[src/rtl/soc_bus_pkg.sv]
// Shared definitions for the simple valid/ready peripheral bus:
// bus widths and the initiator state encoding.
package soc_bus_pkg;

    localparam int ADDR_W = 32;
    localparam int DATA_W = 32;
    localparam int STRB_W = 4;

    // Initiator FSM states; encodings are fixed so they read the same in waveforms.
    typedef enum logic [1:0] {
        IDLE = 2'd0,
        REQ  = 2'd1,
        RSP  = 2'd2
    } bus_state_t;

endpackage

[src/rtl/bus_initiator.sv]
// Single-outstanding bus initiator: takes one read/write command, drives the
// peripheral bus until the responder answers (or a timeout expires), then
// returns the read data and an error flag on the response port.
module bus_initiator
    import soc_bus_pkg::*;
#(
    parameter int unsigned TIMEOUT = 16,
    parameter int unsigned CW      = $clog2(TIMEOUT)
) (
    input  logic              clk,
    input  logic              resetn,
    input  logic              cmd_valid,
    output logic              cmd_ready,
    input  logic              cmd_we,
    input  logic [ADDR_W-1:0] cmd_addr,
    input  logic [DATA_W-1:0] cmd_wdata,
    input  logic [STRB_W-1:0] cmd_wstrb,
    output logic              rsp_valid,
    input  logic              rsp_ready,
    output logic [DATA_W-1:0] rsp_rdata,
    output logic              rsp_err,
    output logic              valid,
    input  logic              ready,
    output logic [ADDR_W-1:0] addr,
    output logic [DATA_W-1:0] wdata,
    output logic [STRB_W-1:0] wstrb,
    input  logic [DATA_W-1:0] rdata
);

    // Last counter value before the access is abandoned.
    localparam logic [CW-1:0] LAST_CNT = CW'(TIMEOUT - 1);

    bus_state_t        state_reg, state_next;
    logic [CW-1:0]     counter_reg, counter_next;
    logic              valid_reg, valid_next;
    logic [ADDR_W-1:0] addr_reg, addr_next;
    logic [DATA_W-1:0] wdata_reg, wdata_next;
    logic [STRB_W-1:0] wstrb_reg, wstrb_next;
    logic              rsp_valid_reg, rsp_valid_next;
    logic [DATA_W-1:0] rsp_rdata_reg, rsp_rdata_next;
    logic              rsp_err_reg, rsp_err_next;

    // Next-state and next-output logic; ready is only looked at in REQ so the
    // responder's trailing ready cycle (which lands in RSP) is harmless.
    always_comb begin
        state_next     = state_reg;
        counter_next   = counter_reg;
        valid_next     = valid_reg;
        addr_next      = addr_reg;
        wdata_next     = wdata_reg;
        wstrb_next     = wstrb_reg;
        rsp_valid_next = rsp_valid_reg;
        rsp_rdata_next = rsp_rdata_reg;
        rsp_err_next   = rsp_err_reg;
        case (state_reg)
            IDLE: begin
                if (cmd_valid) begin
                    addr_next    = cmd_addr;
                    wdata_next   = cmd_wdata;
                    // A zero strobe marks a read on the bus.
                    wstrb_next   = cmd_we ? cmd_wstrb : '0;
                    valid_next   = 1'b1;
                    counter_next = '0;
                    state_next   = REQ;
                end
            end
            REQ: begin
                // Completion takes priority over a timeout on the same edge.
                if (ready) begin
                    valid_next     = 1'b0;
                    rsp_rdata_next = (wstrb_reg == '0) ? rdata : '0;
                    rsp_err_next   = 1'b0;
                    rsp_valid_next = 1'b1;
                    state_next     = RSP;
                end else if (counter_reg == LAST_CNT) begin
                    valid_next     = 1'b0;
                    rsp_rdata_next = '0;
                    rsp_err_next   = 1'b1;
                    rsp_valid_next = 1'b1;
                    state_next     = RSP;
                end else begin
                    counter_next = counter_reg + CW'(1);
                end
            end
            RSP: begin
                if (rsp_ready) begin
                    rsp_valid_next = 1'b0;
                    state_next     = IDLE;
                end
            end
            default: begin
                state_next = IDLE;
            end
        endcase
    end

    // State and output registers; reset abandons any in-flight access.
    always_ff @(posedge clk) begin
        if (!resetn) begin
            state_reg     <= IDLE;
            counter_reg   <= '0;
            valid_reg     <= 1'b0;
            addr_reg      <= '0;
            wdata_reg     <= '0;
            wstrb_reg     <= '0;
            rsp_valid_reg <= 1'b0;
            rsp_rdata_reg <= '0;
            rsp_err_reg   <= 1'b0;
        end else begin
            state_reg     <= state_next;
            counter_reg   <= counter_next;
            valid_reg     <= valid_next;
            addr_reg      <= addr_next;
            wdata_reg     <= wdata_next;
            wstrb_reg     <= wstrb_next;
            rsp_valid_reg <= rsp_valid_next;
            rsp_rdata_reg <= rsp_rdata_next;
            rsp_err_reg   <= rsp_err_next;
        end
    end

    assign cmd_ready = (state_reg == IDLE);
    assign valid     = valid_reg;
    assign addr      = addr_reg;
    assign wdata     = wdata_reg;
    assign wstrb     = wstrb_reg;
    assign rsp_valid = rsp_valid_reg;
    assign rsp_rdata = rsp_rdata_reg;
    assign rsp_err   = rsp_err_reg;

endmodule
[config.mk]
export PLATFORM = sky130hd
export DESIGN_NAME = bus_initiator
export DESIGN_NICKNAME = d
export VERILOG_FILES = /design/src/rtl/soc_bus_pkg.sv /design/src/rtl/bus_initiator.sv
export SDC_FILE = /design/constraint.sdc
export NUM_CORES = 1
export LEC_CHECK = 0
export CELL_PAD_IN_SITES_DETAIL_PLACEMENT = 1
export CELL_PAD_IN_SITES_GLOBAL_PLACEMENT = 1
export CORE_MARGIN = 1.5
export CORE_UTILIZATION = 30
export CTS_CLUSTER_DIAMETER = 100
export DETAILED_ROUTE_END_ITERATION = 6
export PLACE_DENSITY_LB_ADDON = 0.1
export SYNTH_ARGS = -nofsm -noshare
export SYNTH_HDL_FRONTEND = slang
export SYNTH_SLANG_ARGS = --single-unit
[constraint.sdc]
create_clock -name clk -period 3.49 [get_ports clk]
set_clock_uncertainty 0.1 [all_clocks]
set_input_delay 0.698 -clock clk [delete_from_list [all_inputs] [get_ports clk]]
set_output_delay 0.698 -clock clk [all_outputs]
set_load 0.03 [all_outputs]
==> impl_metrics.toml, run 1 <==
[route]
drt-total-wl_mm = 13.3
drc = 0
routed_via_density = 4.79
firstDrtPassIters = 4
wl_per_cell_um = 15.4
ant_nets = 0
drt-initial-drc-count = 179
via_count = 4128

[run_status]
status = "completed"

[cts]
htreeDepth = 3
cts_resized = 0
clkSlewWorstSetupHoldPaths_ps = 70
clkSinkCount = 109
cts-root-buf = "clkbuf_16"
insertion_delay_ps = 340
cts.path.max_buffers = 2
hold_buffers = 0
cts_buffers = 9
post_cts_buffers = 0
tritoncts = "yes"

[cells_and_area]
finish.utilization_pct = 49.3
layout_commonest_cell = "clkdlybuf4s50_1"
drive_above_1_share_pct = 4.53
design_area_um2 = 6580
fillers = 1567
layout_common_cells = "clkdlybuf4s50_1, nand2_1, dfxtp_1"
nets = 787
multiInputGateArea_um2 = 1650
stdcell_count = 861
ff_latch_area_um2 = 2180
diodes = 0
syn_to_final_growth_pct = 59.6

[die]
die_x_um = 120
die_area_um2 = 14500
rows = 42
die_height_um = 120
start_util_pct = 30.9
core_um2 = 13300
ios = 210

[sta]
finalSetupViolations = 0
final_hold_viol_count = 0
drv_slew = 0
maxSlewHeadroom_pct = 21.1
whs_ps = 355
fin_ws_ps = 1060
tightestPinTransition_ps = 1180
setup_tns_ps = 0
fmax_mhz = 412
fin_crit_ps = 2430
rsz0062_at_grt = "no"
finalCritPeriodShare_pct = 69.6

[logic_synthesis]
synth-edff-count = 0
avgSynthCellArea_um2 = 8.37
synthFlopType = "dfxtp_1"
synthArstFlopShare_pct = 0
synth_nets = 600
synth-seq-cells = 109
yosysWarnings = 0
yosysSeqAreaShare_pct = 52.9
synthesis.area_um2 = 4120
synthDistinctLibCells = 35
netlist_instances = 493

[setup_path]
r2r_setup_slack_ps = 1460
reg2reg_depth = 4
worst-path-max-fanout = 11
worstSetupStartpoint = "state_reg[1]"
r2r-end = "addr[30]"
crit_arrival_ps = 1630
setup.worst_path.end_class = "output port"
cp-start-kind = "flop"
criticalPathCategory = "reg -> out"
crit_required_ps = 2690
reg2reg_from = "state_reg[1]"

[placement]
port_buffers = 209
place_area_um2 = 6250
dp_cells = 845
gp_congestion = 0.776
pre_cts_slack_ps = 796
dp_hpwl_mm = 9.27

[hold_path]
hp-start = "wdata[27]"
hp-class = "reg -> reg"
whs_path_depth = 2
min_to = "wdata[27]"

[pwr]
p_total_mw = 3.06
power_density_nw_per_um2 = 465
peakVddDrop_mv = 0.233
cellLeakagePower_nw = 2.31

[global_routing]
grt_overflow = 0
track_usage_pct = 18.2
grt_pass1_vias = 4142
grt_max_degree = 71
grt_pass1_wl_mm = 21.0
antenna_found_initial = 0

[flow_run]
cap_violations = 0
[cells in the mapped netlist (2+ instances only)]
cell	instances	area share, %
nand2_1	132	12
dfxtp_1	109	53
a21oi_1	101	12
nand3_1	39	4.7
o21ai_0	34	4.1
buf_6	14	3.8
clkbuf_1	14	1.3
buf_2	9	1.1
inv_1	4	0.36
nand4b_1	3	0.64
nor2_1	3	0.27
o21a_1	3	0.55
buf_1	2	0.18
buf_4	2	0.36
nand2b_1	2	0.30
nand4_1	2	0.30
nor3b_1	2	0.36
[layout make-up]
cell class | instances | share of cell area [%]
flip-flops and latches | 109 | 33.2
multi-input cells | 338 | 25.1
repair buffers | 218 | 33.2
clock inverters | 4 | 1.06
inverters | 4 | 0.247
clock buffers | 12 | 3.90
well taps | 176 | 3.35
[worst max-delay path, stage by stage, from the launching register on]
cell and delay, ps:
dfxtp_1 590, nor2_1 100, clkdlybuf4s50_1 600
[layer usage]
| metal | vias to the layer above | share of wire [%] | track usage (%) |
|---|---|---|---|
| met5 | - | 0 | 0 |
| met4 | 0 | 2.0 | 6.76 |
| met3 | 18 | 6.3 | 4.58 |
| met2 | 123 | 49 | 31.4 |
| met1 | 1950 | 42 | 21.9 |
| li1 | 2037 | - | - |
[worst max-delay path by stage]
stage | end | slack, ps | cells after the start
finish | cmd_ready | 1060 | 2
global route | cmd_ready | 980 | 2
CTS | cmd_ready | 1030 | 2
detailed placement | counter_reg[3] | 800 | 5
global placement | counter_reg[3] | 820 | 5
floorplan | addr[26] | 1820 | 5
[power breakdown]
part           switching (mW)  internal (mW)
clock network           0.441          0.666
logic                   0.326          0.274
registers              0.0402           1.31
[logic make-up after synthesis]
logic type      count (synthesis)  synth area share [%]
simple gates                  192                  20.7
fa+ha+maj                       1                 0.303
flops                         109                  52.9
buf+inv                        46                  7.58
compound gates                145                  18.5
Note: power is estimated with default switching activity, not from simulation.
==> inputs of run 2 (changes only) <==
CORE_UTILIZATION = 28   (was 30)
clock period = 2.4 ns   (was 3.49 ns; I/O delays follow)
==> run 2 against run 1 <==
Compared with the run above:
- total power grew 46%
- register-to-register slack lost 770 ps
- critical path type unchanged
- largest power group unchanged
- global-route usage shrank 0.15 points
- worst hold slack lost 0.65 ps
- final cell count grew 1.2%
- first-iteration DRC count grew 10%
- combinational power grew 50%
- setup slack lost 740 ps
- count of clock-buffer cells in the layout shrank 2
- die area grew 7.0%
- largest cell class unchanged
- critical path depth shrank 1
==> impl_metrics.toml, run 2 (synthesis results as in run 1) <==
[run_status]
status = "completed"

[cts]
htreeDepth = 3
post_cts_buffers = 0
clkSlewWorstSetupHoldPaths_ps = 70
cts.path.max_buffers = 2
cts_resized = 0
tritoncts = "yes"
cts_buffers = 9
insertion_delay_ps = 350
clkSinkCount = 109
cts-root-buf = "clkbuf_16"
hold_buffers = 0

[route]
routed_via_density = 4.74
firstDrtPassIters = 4
drt-total-wl_mm = 13.8
drt-initial-drc-count = 197
drc = 0
wl_per_cell_um = 15.8
via_count = 4126
ant_nets = 0

[sta]
finalCritPeriodShare_pct = 86.6
tightestPinTransition_ps = 455
maxSlewHeadroom_pct = 69.6
fin_crit_ps = 2080
final_hold_viol_count = 0
drv_slew = 0
setup_tns_ps = 0
finalSetupViolations = 0
rsz0062_at_grt = "no"
fmax_mhz = 481

[cells_and_area]
layout_common_cells = "clkdlybuf4s50_1, nand2_1, dfxtp_1"
diodes = 0
fillers = 1670
stdcell_count = 871
finish.utilization_pct = 46.0
syn_to_final_growth_pct = 61.3
nets = 789
drive_above_1_share_pct = 4.95
layout_commonest_cell = "clkdlybuf4s50_1"

[die]
core_um2 = 14500
die_height_um = 124
rows = 44
ios = 210
die_area_um2 = 15500
die_x_um = 124
start_util_pct = 28.5

[global_routing]
antenna_found_initial = 0
grt_pass1_vias = 4362
grt_pass1_wl_mm = 22.6
grt_overflow = 0
track_usage_pct = 18.0
grt_max_degree = 72

[setup_path]
r2r_setup_slack_ps = 690
slowest_stage = "clkdlybuf4s50_1"
worst-path-max-fanout = 3
criticalPathCategory = "reg -> out"
crit_required_ps = 1820
cp.buffers_inverters = 1
cp-start-kind = "flop"
setup.worst_path.end_class = "output port"
cpPeakStageDelay_ps = 710
crit_chain = "clkdlybuf4s50_1"
crit_arrival_ps = 1500
cp_top_family = "buffers and inverters"

[pwr]
peakVddDrop_mv = 0.375
power_density_nw_per_um2 = 673
cellLeakagePower_nw = 2.34

[hold_path]
hp-class = "reg -> reg"

[placement]
dp_hpwl_mm = 9.61
dp_cells = 855
gp_congestion = 0.750
port_buffers = 209

[flow_run]
cap_violations = 0
[run 2: cell types whose count changed in the layout (fill, tap and decap cells not counted), sizes merged]
cell,previous run,this run
clkinv,3,4
clkbuf,12,10
clkinvlp,0,1
buf,9,11
[run 2: path summary, 6_finish.rpt]
kind                            depth (start not counted)    startpoint   endpoint
worst max-delay path                                    1      wstrb[2]   wstrb[2]
worst min-delay path                                    2     wdata[28]  wdata[28]
worst max register to register                          5  state_reg[1]  wdata[18]
worst min register to register                          2     wdata[28]  wdata[28]
[run 2: through the flow]
step / worst slack [ps] / hold slack [ps] / power [mW] / cell area (um^2)
6_report: 321 / 354 / 4.48 / 6650
5_1_grt: 279 / 380 / 4.70 / 6650
4_1_cts: 290 / 358 / 4.56 / 6650
3_5_place_dp: 226 / 348 / 2.91 / 6330
3_3_place_gp: 285 / 340 / 2.89 / 6330
2_1_floorplan: 912 / 370 / 2.47 / 4120
[run 2: per-layer routing]
| layer | vias to the layer above | GRT usage, % | part of all wire (%) |
|---|---|---|---|
| met5 | - | 0 | 0 |
| met2 | 123 | 31.0 | 49 |
| met1 | 1954 | 21.5 | 43 |
| met3 | 15 | 6.31 | 6.5 |
| met4 | 0 | 4.39 | 1.2 |
| li1 | 2034 | - | - |
[run 2: power by group]
group          internal (mW)  leakage [nW]  total, mW  switching [mW]
Sequential              1.91         0.891       1.96          0.0515
Clock                  0.942         0.158       1.62           0.680
Combinational          0.413          1.29      0.902           0.489
Total                   3.26          2.34       4.48            1.22
[run 2: area by class of cell]
cell class	count	area, um^2	area share [%]
timing repair buffer	220	2250	33.8
sequential	109	2180	32.8
multi-input combinational	338	1650	24.8
clock buffer	10	239	3.59
tap	184	230	3.46
clock inverter	6	86.3	1.30
inverter	4	16.3	0.244
